<file path="config.mk">
export PLATFORM = sky130hd
export DESIGN_NAME = rf
export DESIGN_NICKNAME = d
export VERILOG_FILES = /design/src/rtl/rf_pkg.sv /design/src/rtl/rf.sv
export SDC_FILE = /design/constraint.sdc
export NUM_CORES = 2
export LEC_CHECK = 0
export CORE_MARGIN = 2
export CORE_UTILIZATION = 57
export CTS_CLUSTER_SIZE = 24
export DETAILED_ROUTE_END_ITERATION = 7
export GPL_TIMING_DRIVEN = 0
export PLACE_DENSITY = 0.77
export SLEW_MARGIN = 20
export SYNTH_ARGS = -nofsm -noshare
export SYNTH_HDL_FRONTEND = slang
export SYNTH_SLANG_ARGS = --single-unit
</file>
<file path="constraint.sdc">
create_clock -name clk -period 2 [get_ports clk]
set_input_delay 0.4 -clock clk [delete_from_list [all_inputs] [get_ports clk]]
set_output_delay 0.4 -clock clk [all_outputs]
set_load 0.02 [all_outputs]
</file>
<file path="src/rtl/rf_pkg.sv">
// Core-wide sizing for the RV32 integer register file and the types shared with its neighbours.
package rf_pkg;

    localparam int XLEN       = 32;
    localparam int REG_ADDR_W = 5;
    localparam int NUM_REGS   = 32;

    typedef logic [XLEN-1:0]       word_t;
    typedef logic [REG_ADDR_W-1:0] reg_idx_t;

endpackage : rf_pkg

</file>
<file path="src/rtl/rf.sv">
// RV32 general-purpose register file: two combinational read ports for the rs1/rs2
// operands and one rising-edge write port for rd writeback. An asynchronous active-low
// reset clears the whole array. With HARDWIRE_X0 set, index 0 behaves as the RISC-V x0:
// it reads as zero and discards writes.
module rf
    import rf_pkg::*;
#(
    parameter int DATA_WIDTH  = XLEN,
    parameter int ADDR_WIDTH  = REG_ADDR_W,
    parameter int DEPTH       = NUM_REGS,
    parameter bit HARDWIRE_X0 = 1'b0
) (
    input  logic                  clk,
    input  logic                  areset,
    input  logic                  writeEnable,
    input  logic [ADDR_WIDTH-1:0] readReg1,
    input  logic [ADDR_WIDTH-1:0] readReg2,
    input  logic [ADDR_WIDTH-1:0] writeReg,
    input  logic [DATA_WIDTH-1:0] writeData,
    output logic [DATA_WIDTH-1:0] readData1,
    output logic [DATA_WIDTH-1:0] readData2
);

    // Storage keeps this exact name so that benches can reach it hierarchically.
    logic [DATA_WIDTH-1:0] registers   [0:DEPTH-1];
    logic [DATA_WIDTH-1:0] registers_d [0:DEPTH-1];

    logic wr_accept;

    // A write to x0 is dropped when x0 is hardwired, so registers[0] never leaves zero.
    always_comb begin
        wr_accept = writeEnable;
        if (HARDWIRE_X0 && (writeReg == '0)) begin
            wr_accept = 1'b0;
        end
    end

    // Next-state array: all entries hold except the single addressed one on an accepted write.
    always_comb begin
        registers_d = registers;
        if (wr_accept) begin
            registers_d[writeReg] = writeData;
        end
    end

    // Reset clears every entry immediately and overrides any write presented at the same time.
    always_ff @(posedge clk or negedge areset) begin
        if (!areset) begin
            registers <= '{default: '0};
        end else begin
            registers <= registers_d;
        end
    end

    // Read port 1: no bypass, so a same-index write shows only after the clock edge.
    always_comb begin
        readData1 = registers[readReg1];
        if (HARDWIRE_X0 && (readReg1 == '0)) begin
            readData1 = '0;
        end
    end

    // Read port 2: identical to port 1 so both ports agree when they address the same entry.
    always_comb begin
        readData2 = registers[readReg2];
        if (HARDWIRE_X0 && (readReg2 == '0)) begin
            readData2 = '0;
        end
    end

endmodule : rf

</file>
==> results.sh <==
export IMPL_gp_congestion=1.03
export IMPL_drv_slew=0
export IMPL_largestRegisters="registers x1024"
export IMPL_drt_wirelength_per_cell_microns=31.8
export IMPL_initial_core_util_pct=57.3
export IMPL_power_uw=63800
export IMPL_arrival_ns=2.23
export IMPL_fin_skew_ns=0
export IMPL_grt_start_max_net_pins=147
export IMPL_synthCells=4605
export IMPL_largest_reg_flops=1024
export IMPL_area_growth_pct=19.0
export IMPL_cp_required_ns=1.60
export IMPL_cts_tree="done"
export IMPL_regToRegEndpoint="registers[1009]"
export IMPL_place_hpwl_mm=149
export IMPL_worstPathCellList="mux2i_1 > a22o_1 > nor3_4 > a31oi_2 > nand3_2 > buf_6"
export IMPL_post_route_period_util_pct=131
export IMPL_path_class="reg2out"
export IMPL_cp_slowest_cell="nor3_4"
export IMPL_rsz0062_at_grt="true"
export IMPL_min_period_ns=2.63
export IMPL_ys_async_sr_fraction_pct=100
export IMPL_cts_buffer_depth=3
export IMPL_fp_dieArea_sq_um=101000
export IMPL_synth_top_area_share_pct=45.6
export IMPL_hold_class="in2async"
export IMPL_drc_errors=0
export IMPL_die_h_microns=318
export IMPL_regMostFlops="registers"
export IMPL_clkSinkCount=1024
export IMPL_reg2reg_slack_ns=1.04
export IMPL_drt_initial_drc_count=4466
export IMPL_slew_headroom_pct=46.6
export IMPL_slowest_delay_ns=0.41
export IMPL_tightest_slew_ns=0.801
export IMPL_worst_path_max_fanout=3
export IMPL_syn_num_nets=4655
export IMPL_r2r_start="registers[1009]"
export IMPL_fin_hold_ws_ns=-0.362
export IMPL_die_w_microns=318
export IMPL_end_kind="output port"
export IMPL_clk_pin_slew_ns=0.06
export IMPL_vias_per_cell=6.56
export IMPL_antenna_found_initial=7
export IMPL_p_leak_uw=0.0314
export IMPL_ant_nets=0
export IMPL_fin_nets=4899
export IMPL_num_rows=115
export IMPL_vias=40900
export IMPL_root_buffer="clkbuf_16"
export IMPL_drive_gt1_share_pct=39.5
export IMPL_grt_pass1_wl_mm=283
export IMPL_grt_overflow=0
export IMPL_hold_viol=93
export IMPL_ys_ff_latch=1024
export IMPL_synthFlopType="dfrtp_1"
export IMPL_ys_seq_area_share_pct=45.6
export IMPL_synth_edf_count=0
export IMPL_outcome="complete, but fails checks"
export IMPL_setup_viol_count_final=345
export IMPL_rr_worst_depth=2
export IMPL_track_usage_pct=38.7
export IMPL_synth_top_area_cell="dfrtp_1"
export IMPL_port_buffers=111
export IMPL_maxCapViolCount=0
export IMPL_cts_buffers=108
export IMPL_max_freq_ghz=0.381
export IMPL_synth_area_sq_um=56200
export IMPL_cts_htree_levels=3
export IMPL_violations="negative hold slack, negative setup slack"
export IMPL_clkLatencyLatePin_ns=0.72
export IMPL_synthTopCellsByArea="dfrtp_1, mux2_2, mux2i_1, a22oi_1, a22o_1"
export IMPL_irDropWorstVdd_mv=0.659
export IMPL_first_pass_iters=6
export IMPL_ys_warn_count=0
export IMPL_grt_pass1_vias=40500
export IMPL_drt_total_wl_mm=198
export IMPL_cp_start_kind="flip-flop"
export IMPL_design_area_sq_um=66900
export IMPL_avgSynthCellArea_sq_um=12.2
export IMPL_io_pins=114
export IMPL_ys_types=28
export IMPL_placed_cell_area_sq_um=59600
export IMPL_setup_slack_ns=-0.627
export IMPL_core_sq_um=98100
export IMPL_power_density_nw_per_um2=954
==> worst max path at each step <==
stage,start,to,slack (ns),cells past startpoint
3_3_place_gp,areset,registers[819],-45.70,1
4_1_cts,registers[933],readData1[5],-0.60,6
3_5_place_dp,readReg2[0],readData2[6],-2.49,9
5_1_grt,registers[933],readData1[5],-0.64,6
6_report,registers[933],readData1[5],-0.63,6
2_1_floorplan,readReg1[1],readData1[10],-0.008,7
==> Yosys cell counts, types with 4 or more instances <==
master / n
mux2_2: 987
nand2b_1: 4
a21oi_1: 192
nand2_1: 211
nor2_4: 16
a22o_1: 128
buf_6: 57
nand3_1: 194
nor2b_1: 4
mux2i_1: 1024
a22oi_1: 192
clkbuf_1: 190
mux2_1: 37
buf_2: 110
nand3b_1: 4
a31oi_1: 64
nor3_1: 65
buf_4: 59
dfrtp_1: 1024
buf_1: 28
==> layer usage <==
metal,vias up,track usage [%],part of all wire (%)
met5,-,0.898,0.073
met3,489,9.46,9.2
met2,1907,57.4,43
li1,17600,-,-
met4,4,23.7,6.9
met1,20900,51.2,40
==> through the flow <==
| stage | utilization (%) | TNS [ns] | cells | worst slack, ns |
|---|---|---|---|---|
| 2_1_floorplan | - | -0.307 | 4605 | -0.00778 |
| 3_3_place_gp | 60.5 | - | 6003 | -45.70 |
| 3_5_place_dp | 60.8 | -995.85 | 6010 | -2.49 |
| 4_1_cts | 67.9 | -31.54 | 6227 | -0.605 |
| 5_1_grt | 68.2 | -34.62 | 6231 | -0.643 |
| 6_report | 68.2 | -40.30 | 6233 | -0.627 |
==> power by group <==
| part | internal (uW) | leakage (uW) | switching (uW) |
|---|---|---|---|
| Clock | 12200 | 0.00183 | 8900 |
| Combinational | 7190 | 0.0164 | 7470 |
| Sequential | 24800 | 0.0131 | 3230 |
| Total | 44200 | 0.0314 | 19600 |
==> cells by family after synthesis <==
kind of cell	count (synthesis)	share of synthesized area [%]
mux	2048	38.7
compound gates	576	6.98
simple gates	513	4.38
flops	1024	45.6
buf+inv	444	4.36
==> what timing repair did <==
| action | 4_1_cts | 5_1_grt |
|---|---|---|
| setup endpoints to repair | 737 | 525 |
| resized for setup | 1157 | 70 |
| endpoints found under the hold margin | 93 | 93 |
| setup buffers | 13 | 2 |
| gates cloned | 3 | 0 |
| pin swaps | 166 | 119 |
==> final cells by class <==
| class | count | area, sq um |
|---|---|---|
| Antenna cell | 4 | 10.0 |
| Buffer | 442 | 4040 |
| Clock buffer | 156 | 3190 |
| Clock inverter | 47 | 518 |
| Fill cell | 7079 | 31200 |
| Multi-Input combinational cell | 3137 | 30400 |
| Sequential cell | 1024 | 25600 |
| Tap cell | 1287 | 1610 |
| Timing Repair Buffer | 136 | 1550 |
==> layout by cell type (no fill, tap or decap), drive strengths merged, types with 5 or more instances in the layout <==
cell           Yosys  final
a21oi            192    192
a22o             128    128
a22oi            192    192
a31oi             64     64
buf              254    348
bufinv             0      9
clkbuf           190    344
clkdlybuf4s50      0     32
clkinv             0     31
clkinvlp           0      5
dfrtp           1024   1024
mux2            1024   1024
mux2i           1024   1024
nand2            211    211
nand3            194    194
nor2              19     19
nor3              65     65
==> worst max-delay path: cells and delay by family (launching register included) <==
kind | cells | cell delay [ns]
and+or+nand+nor | 2 | 0.56
DFF | 1 | 0.38
AOI/OAI and AO/OA | 2 | 0.35
buffers and inverters | 1 | 0.13
muxes | 1 | 0.10
Note: power is estimated with default switching activity, not from simulation.
